--- config.mk ---
export PLATFORM = sky130hd
export DESIGN_NAME = lcd_sequencer
export DESIGN_NICKNAME = d
export VERILOG_FILES = /design/src/rtl/lcd_sequencer.sv
export SDC_FILE = /design/constraint.sdc
export NUM_CORES = 1
export LEC_CHECK = 0
export CAP_MARGIN = 10
export CORE_ASPECT_RATIO = 1.1
export CORE_MARGIN = 4
export CORE_UTILIZATION = 40
export CTS_CLUSTER_DIAMETER = 50
export DETAILED_ROUTE_END_ITERATION = 12
export PLACE_DENSITY_LB_ADDON = 0.25
export SLEW_MARGIN = 20
export SYNTH_ARGS = -nofsm -noshare
export SYNTH_HDL_FRONTEND = slang
export SYNTH_SLANG_ARGS = --single-unit
--- constraint.sdc ---
create_clock -name clk -period 3.35 [get_ports clk]
set_input_delay 0.8375 -clock clk [delete_from_list [all_inputs] [get_ports clk]]
set_output_delay 0.8375 -clock clk [all_outputs]
set_load 0.02 [all_outputs]
--- src/rtl/lcd_sequencer.sv ---
// rtl/lcd_sequencer.sv - ILI9341-class LCD reset/init/frame sequencer driving a 9-bit SPI master
// Purpose: pulses the LCD hardware reset, plays a fixed init table with delays, then for
//   every frame sets the full-screen window and streams WIDTH*HEIGHT RGB565 pixels read
//   from a sync-read frame RAM as {dc,byte} words (dc=0 command, dc=1 data).
// Ports:
//   clk, rst            system clock; synchronous active-low reset
//   frame_start         request one frame refresh, sampled in IDLE only
//   pix_addr, pix_data  frame RAM read address / pixel (valid one cycle after address)
//   spi_idle            SPI master idle
//   spi_data, spi_valid {dc,byte} word and its one-cycle strobe
//   lcd_rst             LCD hardware reset, active low
//   init_done           init table complete, held until rst
//   frame_busy          high from frame accept until the last pixel byte is accepted
// Configuration: define FRAME_LOOP_EN for continuous refresh (each frame chains into the
//   next window sequence; frame_busy drops for one cycle between frames).
module lcd_sequencer #(
  parameter int unsigned WIDTH      = 240,
  parameter int unsigned HEIGHT     = 320,
  parameter int unsigned ADDR_W     = 17,
  parameter int unsigned RST_CYCLES = 50000,
  parameter int unsigned DELAY_UNIT = 50000
) (
  input  logic              clk,
  input  logic              rst,
  input  logic              frame_start,
  output logic [ADDR_W-1:0] pix_addr,
  input  logic [15:0]       pix_data,
  input  logic              spi_idle,
  output logic [8:0]        spi_data,
  output logic              spi_valid,
  output logic              lcd_rst,
  output logic              init_done,
  output logic              frame_busy
);

  typedef enum logic [3:0] {
    RST_LOW, RST_WAIT, INIT_SEND, INIT_DELAY, IDLE, WIN_SEND, PIX_FETCH, PIX_HI, PIX_LO
  } state_t;

  localparam logic [1:0] K_WORD  = 2'd0;
  localparam logic [1:0] K_DELAY = 2'd1;
  localparam logic [1:0] K_END   = 2'd2;

  localparam logic [ADDR_W-1:0] LAST_ADDR = ADDR_W'(WIDTH * HEIGHT - 1);
  localparam logic [15:0]       X_END     = 16'(WIDTH - 1);
  localparam logic [15:0]       Y_END     = 16'(HEIGHT - 1);

  state_t      state;
  logic [31:0] cnt;
  logic [3:0]  idx;
  logic        hold;       // cycle after a strobe: master has not yet dropped idle
  logic [15:0] pix_latch;
  logic        last_pix;

  logic [12:0] ent;        // init entry {kind, ticks, word}
  logic [1:0]  ent_kind;
  logic [1:0]  ent_ticks;
  logic [8:0]  ent_word;
  logic [31:0] delay_len;
  logic [8:0]  win_word;
  logic        can_send;

  always_comb begin
    case (idx)
      4'd0:    ent = {K_WORD,  2'd0, 9'h001};
      4'd1:    ent = {K_DELAY, 2'd3, 9'h000};
      4'd2:    ent = {K_WORD,  2'd0, 9'h011};
      4'd3:    ent = {K_DELAY, 2'd3, 9'h000};
      4'd4:    ent = {K_WORD,  2'd0, 9'h03A};
      4'd5:    ent = {K_WORD,  2'd0, 9'h155};
      4'd6:    ent = {K_WORD,  2'd0, 9'h036};
      4'd7:    ent = {K_WORD,  2'd0, 9'h148};
      4'd8:    ent = {K_WORD,  2'd0, 9'h029};
      4'd9:    ent = {K_DELAY, 2'd1, 9'h000};
      default: ent = {K_END,   2'd0, 9'h000};
    endcase
  end

  assign ent_kind  = ent[12:11];
  assign ent_ticks = ent[10:9];
  assign ent_word  = ent[8:0];
  assign delay_len = 32'(ent_ticks) * DELAY_UNIT;

  always_comb begin
    case (idx)
      4'd0:    win_word = 9'h02A;
      4'd3:    win_word = {1'b1, X_END[15:8]};
      4'd4:    win_word = {1'b1, X_END[7:0]};
      4'd5:    win_word = 9'h02B;
      4'd8:    win_word = {1'b1, Y_END[15:8]};
      4'd9:    win_word = {1'b1, Y_END[7:0]};
      4'd10:   win_word = 9'h02C;
      default: win_word = 9'h100;
    endcase
  end

  assign can_send = spi_idle && !hold;

  always_ff @(posedge clk) begin
    if (!rst) begin
      state      <= RST_LOW;
      cnt        <= 32'd0;
      idx        <= 4'd0;
      hold       <= 1'b0;
      pix_latch  <= 16'd0;
      last_pix   <= 1'b0;
      pix_addr   <= '0;
      spi_data   <= 9'd0;
      spi_valid  <= 1'b0;
      lcd_rst    <= 1'b0;
      init_done  <= 1'b0;
      frame_busy <= 1'b0;
    end else begin
      // A strobe lasts one cycle and is always followed by one ignored-idle cycle;
      // every send state below advances on the strobe cycle (spi_valid=1).
      hold <= 1'b0;
      if (spi_valid) begin
        spi_valid <= 1'b0;
        hold      <= 1'b1;
      end
      case (state)
        RST_LOW: begin
          if (cnt == RST_CYCLES - 1) begin
            cnt     <= 32'd0;
            lcd_rst <= 1'b1;
            state   <= RST_WAIT;
          end else cnt <= cnt + 32'd1;
        end
        RST_WAIT: begin
          if (cnt == RST_CYCLES - 1) begin
            cnt   <= 32'd0;
            idx   <= 4'd0;
            state <= INIT_SEND;
          end else cnt <= cnt + 32'd1;
        end
        INIT_SEND: begin
          if (spi_valid) idx <= idx + 4'd1;
          else if (ent_kind == K_END) begin
            init_done <= 1'b1;
            idx       <= 4'd0;
            state     <= IDLE;
          end else if (can_send) begin
            // Delays start once the previous command has fully left the SPI master.
            if (ent_kind == K_DELAY) begin
              cnt   <= 32'd0;
              state <= INIT_DELAY;
            end else begin
              spi_valid <= 1'b1;
              spi_data  <= ent_word;
            end
          end
        end
        INIT_DELAY: begin
          if (cnt == delay_len - 32'd1) begin
            cnt   <= 32'd0;
            idx   <= idx + 4'd1;
            state <= INIT_SEND;
          end else cnt <= cnt + 32'd1;
        end
        IDLE: begin
          if (frame_start) begin
            frame_busy <= 1'b1;
            idx        <= 4'd0;
            state      <= WIN_SEND;
          end
        end
        WIN_SEND: begin
          frame_busy <= 1'b1;  // re-raises busy after the one-cycle gap in loop mode
          if (spi_valid) begin
            if (idx == 4'd10) begin
              idx   <= 4'd0;
              cnt   <= 32'd0;
              state <= PIX_FETCH;
            end else idx <= idx + 4'd1;
          end else if (can_send) begin
            spi_valid <= 1'b1;
            spi_data  <= win_word;
          end
        end
        PIX_FETCH: begin
          // First cycle lets the RAM register pix_addr; second captures its output.
          if (cnt != 32'd0) begin
            pix_latch <= pix_data;
            cnt       <= 32'd0;
            state     <= PIX_HI;
          end else cnt <= 32'd1;
        end
        PIX_HI: begin
          if (spi_valid) begin
            // Advance the address now so the next RAM read overlaps the low-byte wait.
            last_pix <= (pix_addr == LAST_ADDR);
            if (pix_addr != LAST_ADDR) pix_addr <= pix_addr + ADDR_W'(1);
            state <= PIX_LO;
          end else if (can_send) begin
            spi_valid <= 1'b1;
            spi_data  <= {1'b1, pix_latch[15:8]};
          end
        end
        PIX_LO: begin
          if (spi_valid) begin
            if (last_pix) begin
              last_pix   <= 1'b0;
              pix_addr   <= '0;
              frame_busy <= 1'b0;
              idx        <= 4'd0;
`ifdef FRAME_LOOP_EN
              state      <= WIN_SEND;
`else
              state      <= IDLE;
`endif
            end else begin
              cnt   <= 32'd0;
              state <= PIX_FETCH;
            end
          end else if (can_send) begin
            spi_valid <= 1'b1;
            spi_data  <= {1'b1, pix_latch[7:0]};
          end
        end
        default: state <= RST_LOW;
      endcase
    end
  end

endmodule

==> impl_metrics.csv, run 1 <==
group,metric,value,unit
status,status,"finished, final reports clean",
die,fp-row-count,43,
cells_and_area,final_cell_mix,"nor2_1, dfxtp_1, clkdlybuf4s50_1, nand2_1, a21oi_1",
worst_setup_path,end_kind,"flop",
die,fp.dieW,117.9,µm
sta,clock_skew,0.007227,ns
sta,tightest_slew,0.5926,ns
detailed_routing,drc_errors,0,
worst_hold_path,hold_class,"flop to flop",
cells_and_area,diodes,0,
logic_synthesis,synth_fa_ha_area_share,3.766,%
logic_synthesis,synth_nets,690,
die,die_y,128.9,µm
global_route,antenna_found_initial,0,
placed_design,place_congestion,0.9020,
clock_tree,cts_buffers,9,
logic_synthesis,synth_flop_cell,"dfxtp_1",
worst_setup_path,rr_worst_depth,10,
worst_setup_path,critPathArrivalTime,3.43,ns
clock_tree,clockRootBuffer,"clkbuf_16",
worst_hold_path,worstHoldPathCells,2,
sta,slew_headroom,60.19,%
worst_setup_path,r2r_end,"ent[0]",
logic_synthesis,ys_seq_area_share,36.91,%
cells_and_area,multiInputGateArea,3133,µm²
detailed_routing,finalWirelength,13560,µm
flow_run,cap_viol_max_count,0,
placed_design,place_inst,842,
logic_synthesis,syn_area_per_cell,8.127,µm²
clock_tree,cts_tree,"done",
cells_and_area,fin_nets,736,
worst_setup_path,worstPathRequired,3.57,ns
placed_design,io_buffers,49,
die,core_area,12800,µm²
logic_synthesis,synth_edf_count,0,
placed_design,postPlaceCellArea,6027,µm²
clock_tree,cts_buffer_depth,2,
global_route,grt_pass1_vias,4605,
logic_synthesis,yosysTopAreaCell,"dfxtp_1",
logic_synthesis,synth_area_leaders,"dfxtp_1, nor2_1, xor2_1",
power,peakVddDrop,292.9,µV
logic_synthesis,async_flop_share,0,%
worst_hold_path,hold_start,"frame_busy",
die,start_util,41.51,%
detailed_routing,initialDrtViolationCount,359,
global_route,track_usage,17.82,%
logic_synthesis,yosys_warnings,0,
cells_and_area,final_area,6392,µm²
cells_and_area,fillCellCount,1241,
placed_design,hpwl,9840,µm
logic_synthesis,synthMuxAreaShare,3.602,%
worst_hold_path,hold_end,"frame_busy",
sta,fin_hold_ws,0.4974,ns
logic_synthesis,synth-simple-area-share,27.64,%
cells_and_area,seqCellArea,1963,µm²
global_route,grt_max_degree,32,
logic_synthesis,synth_area,5315,µm²
die,ios,50,
logic_synthesis,synth_cell_type_count,75,
clock_tree,insertion_delay,0.35,ns
worst_setup_path,crit_fanout,7,
power,leakagePower,2.343,nW
power,powerDensity,484.9,nW/µm²
logic_synthesis,synth_top_family_by_area,"simple AND/OR/NAND/NOR gates",
logic_synthesis,synth_xor_area_share,7.086,%
clock_tree,htreeDepth,3,
sta,setup_viol,0,
detailed_routing,vias,4893,
logic_synthesis,synth_compound_area_share,16.50,%
detailed_routing,drtPass1Iterations,5,
global_route,grt_overflow_total,0,
cells_and_area,drive_gt1_share,7.943,%
sta,drv_slew,0,
clock_tree,cts.sinks,98,
power,power,3.100,mW
detailed_routing,avgRoutedWirePerCell,15.73,µm
worst_setup_path,reg2reg_from,"cnt[18]",
sta,min_period,3.214,ns
worst_setup_path,r2r_setup_slack,0.14,ns
detailed_routing,viasPerCell,5.676,
worst_setup_path,crit_type,"flop to flop",
global_route,grt_pass1_wl,22290,µm
logic_synthesis,yosys.area.top_type_share,36.91,%
sta,hold_viol_final,0,
die,die-area,15200,µm²
clock_tree,clk_pin_slew,0.07,ns
detailed_routing,drtAntennaViolNets,0,
sta,rsz0062_at_grt,"no",
cells_and_area,syn_to_final_growth,20.27,%
logic_synthesis,synth_cells,654,
clock_tree,hold_buffers,0,
worst_setup_path,startpoint_type,"flop",
sta,fmax,0.3111,GHz
sta,fin_tns_setup,0,ns
sta,period_share,95.95,%
logic_synthesis,synth-seq-cells,98,
cells_and_area,layoutNonFillerInstCount,862,
cells_and_area,layout_commonest_cell,"nor2_1",
-- synthesized netlist by cell type (5+ instances only) --
cell type,count
nand2b_1,5
clkbuf_1,36
nand3b_1,5
o21ai_0,21
nor3_1,12
xor2_1,24
ha_1,16
a211oi_1,9
nand2_1,42
nor2_1,98
mux2i_1,18
nor2b_1,10
nor4_1,14
a221oi_1,7
dfxtp_1,98
xnor2_1,19
and2_1,5
a31oi_1,7
and3_1,12
nand4_1,18
or3_1,10
a21oi_1,37
nand3_1,27
inv_1,23
o21ai_1,6
-- sequential cells by signal, indices dropped and copies added (netlist names) --
signal      cells
ent            10
init_done       1
state           4
idx             4
frame_busy      1
cnt            32
pix_latch      16
hold            1
spi_valid       1
lcd_rst         1
pix_addr       17
spi_data        9
last_pix        1
-- where the power goes --
group	switching [mW]	internal, mW
clock	0.457	0.657
sequential	0.0666	1.21
combinational	0.406	0.298
-- worst max-delay path by stage --
stage	start	to	slack [ns]	cells past startpoint
2_1_floorplan	ent[9]	ent[0]	0.38	13
3_3_place_gp	frame_start	ent[8]	0.15	7
3_5_place_dp	ent[9]	ent[0]	0.002	12
4_1_cts	ent[9]	ent[9]	0.01	12
5_1_grt	cnt[23]	ent[5]	0.006	10
6_report	cnt[18]	ent[0]	0.14	10
-- through the flow --
stage	setup slack (ns)	util, %
2_1_floorplan	0.3762	-
3_3_place_gp	0.1505	47.07
3_5_place_dp	0.001931	47.07
4_1_cts	0.01357	49.59
5_1_grt	0.005617	49.92
6_report	0.1355	49.92
-- worst max-delay path, cell delays in order (launching register included) --
cell	delay (ns)
dfxtp_1	0.36
nor4_1	0.33
nand4_1	0.23
or4_1	0.64
a41o_1	0.31
or2_1	0.26
a21o_1	0.27
and2_1	0.19
ha_1	0.21
a211oi_1	0.20
a311oi_1	0.08
-- per-layer routing --
metal,part of all wire (%),GRT usage [%],wire length (µm)
met5,0,0,0
met2,48,30.55,6550
met1,45,21.70,6068
met3,4.6,4.352,624
met4,2.3,7.103,317
-- timing repair --
| action | in CTS | in global routing |
|---|---|---|
| pin swaps | 0 | 4 |
| resized for setup | 1 | 5 |
| buffers inserted | 0 | 4 |
| setup endpoints to repair | 2 | 9 |
-- cell type report --
cell class / instances / area share (%)
inverter: 24 / 1.409
multi-input combinational: 493 / 49.01
clock buffer: 10 / 3.582
tap: 157 / 3.073
timing repair buffer: 74 / 10.80
clock inverter: 6 / 1.409
sequential: 98 / 30.71
-- logic make-up after synthesis --
logic type	Yosys count
adders and majority gates	16
muxes	19
AOI/OAI and AO/OA	131
xor gates and xnor gates	43
DFF	98
buffers and inverters	63
and+or+nand+nor	284
Note: power is estimated with default switching activity, not from simulation.
==> run 2, diff against run 1 <==
- CORE_ASPECT_RATIO: 1.1 -> 1.25
- CORE_UTILIZATION: 40 -> 42
- REMOVE_ABC_BUFFERS: default -> 1
==> run 2 against run 1 <==
  * First-iteration DRC count shrank 16%
  * Via count is 1.4% lower
  * Final cell count increased by 0.93%
  * Clock-buffer cell count rose by 1
  * Clock power barely moved
  * Die area shrank 4.4%
  * Combinational power down 2%
  * Register-to-register slack gained 0.05 ns
  * Clock skew is 0.00092 ns lower
  * Largest cell class unchanged
  * Highest routed layer unchanged
==> impl_metrics.csv, run 2 (same netlist as run 1, synthesis figures left out) <==
group,metric,value,unit
status,status,"finished, final reports clean",
die,fp.dieW,108.6,µm
die,start_util,43.30,%
detailed_routing,drc_errors,0,
sta,clock_skew,0.006311,ns
sta,min_period,3.166,ns
flow_run,cap_viol_max_count,0,
placed_design,io_buffers,49,
die,fp-row-count,45,
sta,slew_headroom,59.03,%
clock_tree,insertion_delay,0.34,ns
clock_tree,htreeDepth,3,
cells_and_area,drive_gt1_share,7.649,%
placed_design,place_congestion,0.9275,
clock_tree,cts_buffers,9,
global_route,antenna_found_initial,0,
cells_and_area,fillCellCount,1220,
detailed_routing,drtPass1Iterations,4,
cells_and_area,largest_register_ffs,32,
cells_and_area,post-route-util,52.19,%
sta,fmax,0.3159,GHz
cells_and_area,regMostFlops,"cnt",
sta,finalWorstSetupSlack,0.1840,ns
cells_and_area,syn_to_final_growth,20.53,%
worst_setup_path,startpoint_type,"flop",
power,leakagePower,2.355,nW
sta,hold_viol_final,0,
worst_setup_path,rr_worst_depth,8,
global_route,track_usage,18.99,%
detailed_routing,viasPerCell,5.546,
worst_setup_path,critPathArrivalTime,3.43,ns
detailed_routing,avgRoutedWirePerCell,15.69,µm
power,power,3.056,mW
global_route,grt_max_degree,32,
power,powerDensity,477.0,nW/µm²
cells_and_area,diodes,0,
die,die_y,133.8,µm
cells_and_area,layout_commonest_cell,"nor2_1",
placed_design,dp_slack,0.1153,ns
sta,drv_slew,0,
die,die-area,14530,µm²
clock_tree,clk_pin_slew,0.06,ns
worst_setup_path,crit_type,"flop to flop",
power,peakVddDrop,270.4,µV
global_route,grt_pass1_wl,22370,µm
global_route,grt_pass1_vias,4584,
worst_setup_path,crit_fanout,7,
detailed_routing,vias,4825,
worst_hold_path,worstHoldPathCells,2,
die,ios,50,
die,core_area,12270,µm²
sta,tightest_slew,0.6145,ns
sta,setup_viol,0,
clock_tree,cts_buffer_depth,2,
worst_setup_path,end_kind,"flop",
cells_and_area,largestRegisters,"cnt: 32 flops, pix_addr: 17 flops, pix_latch: 16 flops",
sta,fin_hold_ws,0.4921,ns
detailed_routing,drtAntennaViolNets,0,
detailed_routing,finalWirelength,13650,µm
worst_hold_path,hold_class,"flop to flop",
global_route,grt_overflow_total,0,
cells_and_area,final_cell_mix,"nor2_1, dfxtp_1, clkdlybuf4s50_1, nand2_1, a21oi_1",
clock_tree,cts.sinks,98,
clock_tree,cts_tree,"done",
cells_and_area,fin_nets,739,
clock_tree,clockRootBuffer,"clkbuf_16",
sta,period_share,94.51,%
worst_setup_path,worstPathRequired,3.61,ns
placed_design,hpwl,10030,µm
detailed_routing,initialDrtViolationCount,303,
## run 2: cell types whose count changed in the layout (fill, tap and decap cells not counted), sizes merged
cell and change:
inv -1, clkinv -1, clkinvlp -1, clkbuf +1, buf +3
## run 2: report_power, final
part	internal [mW]	total (mW)	switching (mW)	leakage (nW)
Clock	0.665	1.08	0.418	0.151
Combinational	0.290	0.691	0.401	1.41
Sequential	1.21	1.28	0.0665	0.791
Total	2.17	3.06	0.885	2.36
## run 2: timing repair
action                                 4_1_cts  5_1_grt
hold buffers                                 0        0
buffers inserted                             0        1
endpoints found under the hold margin        0        0
gates resized for setup                      0        3
setup endpoints to repair                    0        5
## run 2: per-stage QoR
step	cells	TNS, ns	area, µm²
after floorplan	615	0	5166
after global placement	855	0	6081
after detailed placement	855	0	6081
after CTS	869	0	6389
after global routing	870	-0.01638	6406
final	870	0	6406
## run 2: layer usage
metal	vias up	share of wire, %	track usage [%]
li1	2445	-	-
met1	2274	45	23.39
met2	83	50	31.99
met3	23	3.0	3.755
met4	0	2.0	8.000
met5	-	0	0
## run 2: cell type report
type	count	area [µm²]	share of cell area, %
clock inverters	3	65.06	1.016
multi-input cells	493	3127	48.81
inverters	24	90.09	1.406
flip-flops and latches	98	1963	30.64
well taps	164	205.2	3.203
clock buffers	11	242.7	3.789
repair buffers	77	713.2	11.13
## run 2: final timing paths
check	slack, ns	to	from
worst max-delay path	0.18	ent[8]	cnt[0]
worst max register to register	0.18	ent[8]	cnt[0]
worst min register to register	0.49	pix_latch[7]	pix_latch[7]
worst min-delay path	0.49	pix_latch[7]	pix_latch[7]
## run 2: worst max-delay path: stages (launching register included)
cell and delay (ns):
dfxtp_1 0.39, ha_1 0.19, nand3_1 0.26, nor4_2 0.37, o2111ai_1 0.20, a211o_1 0.39
or4_4 0.58, a2111o_1 0.51, nor3b_2 0.20
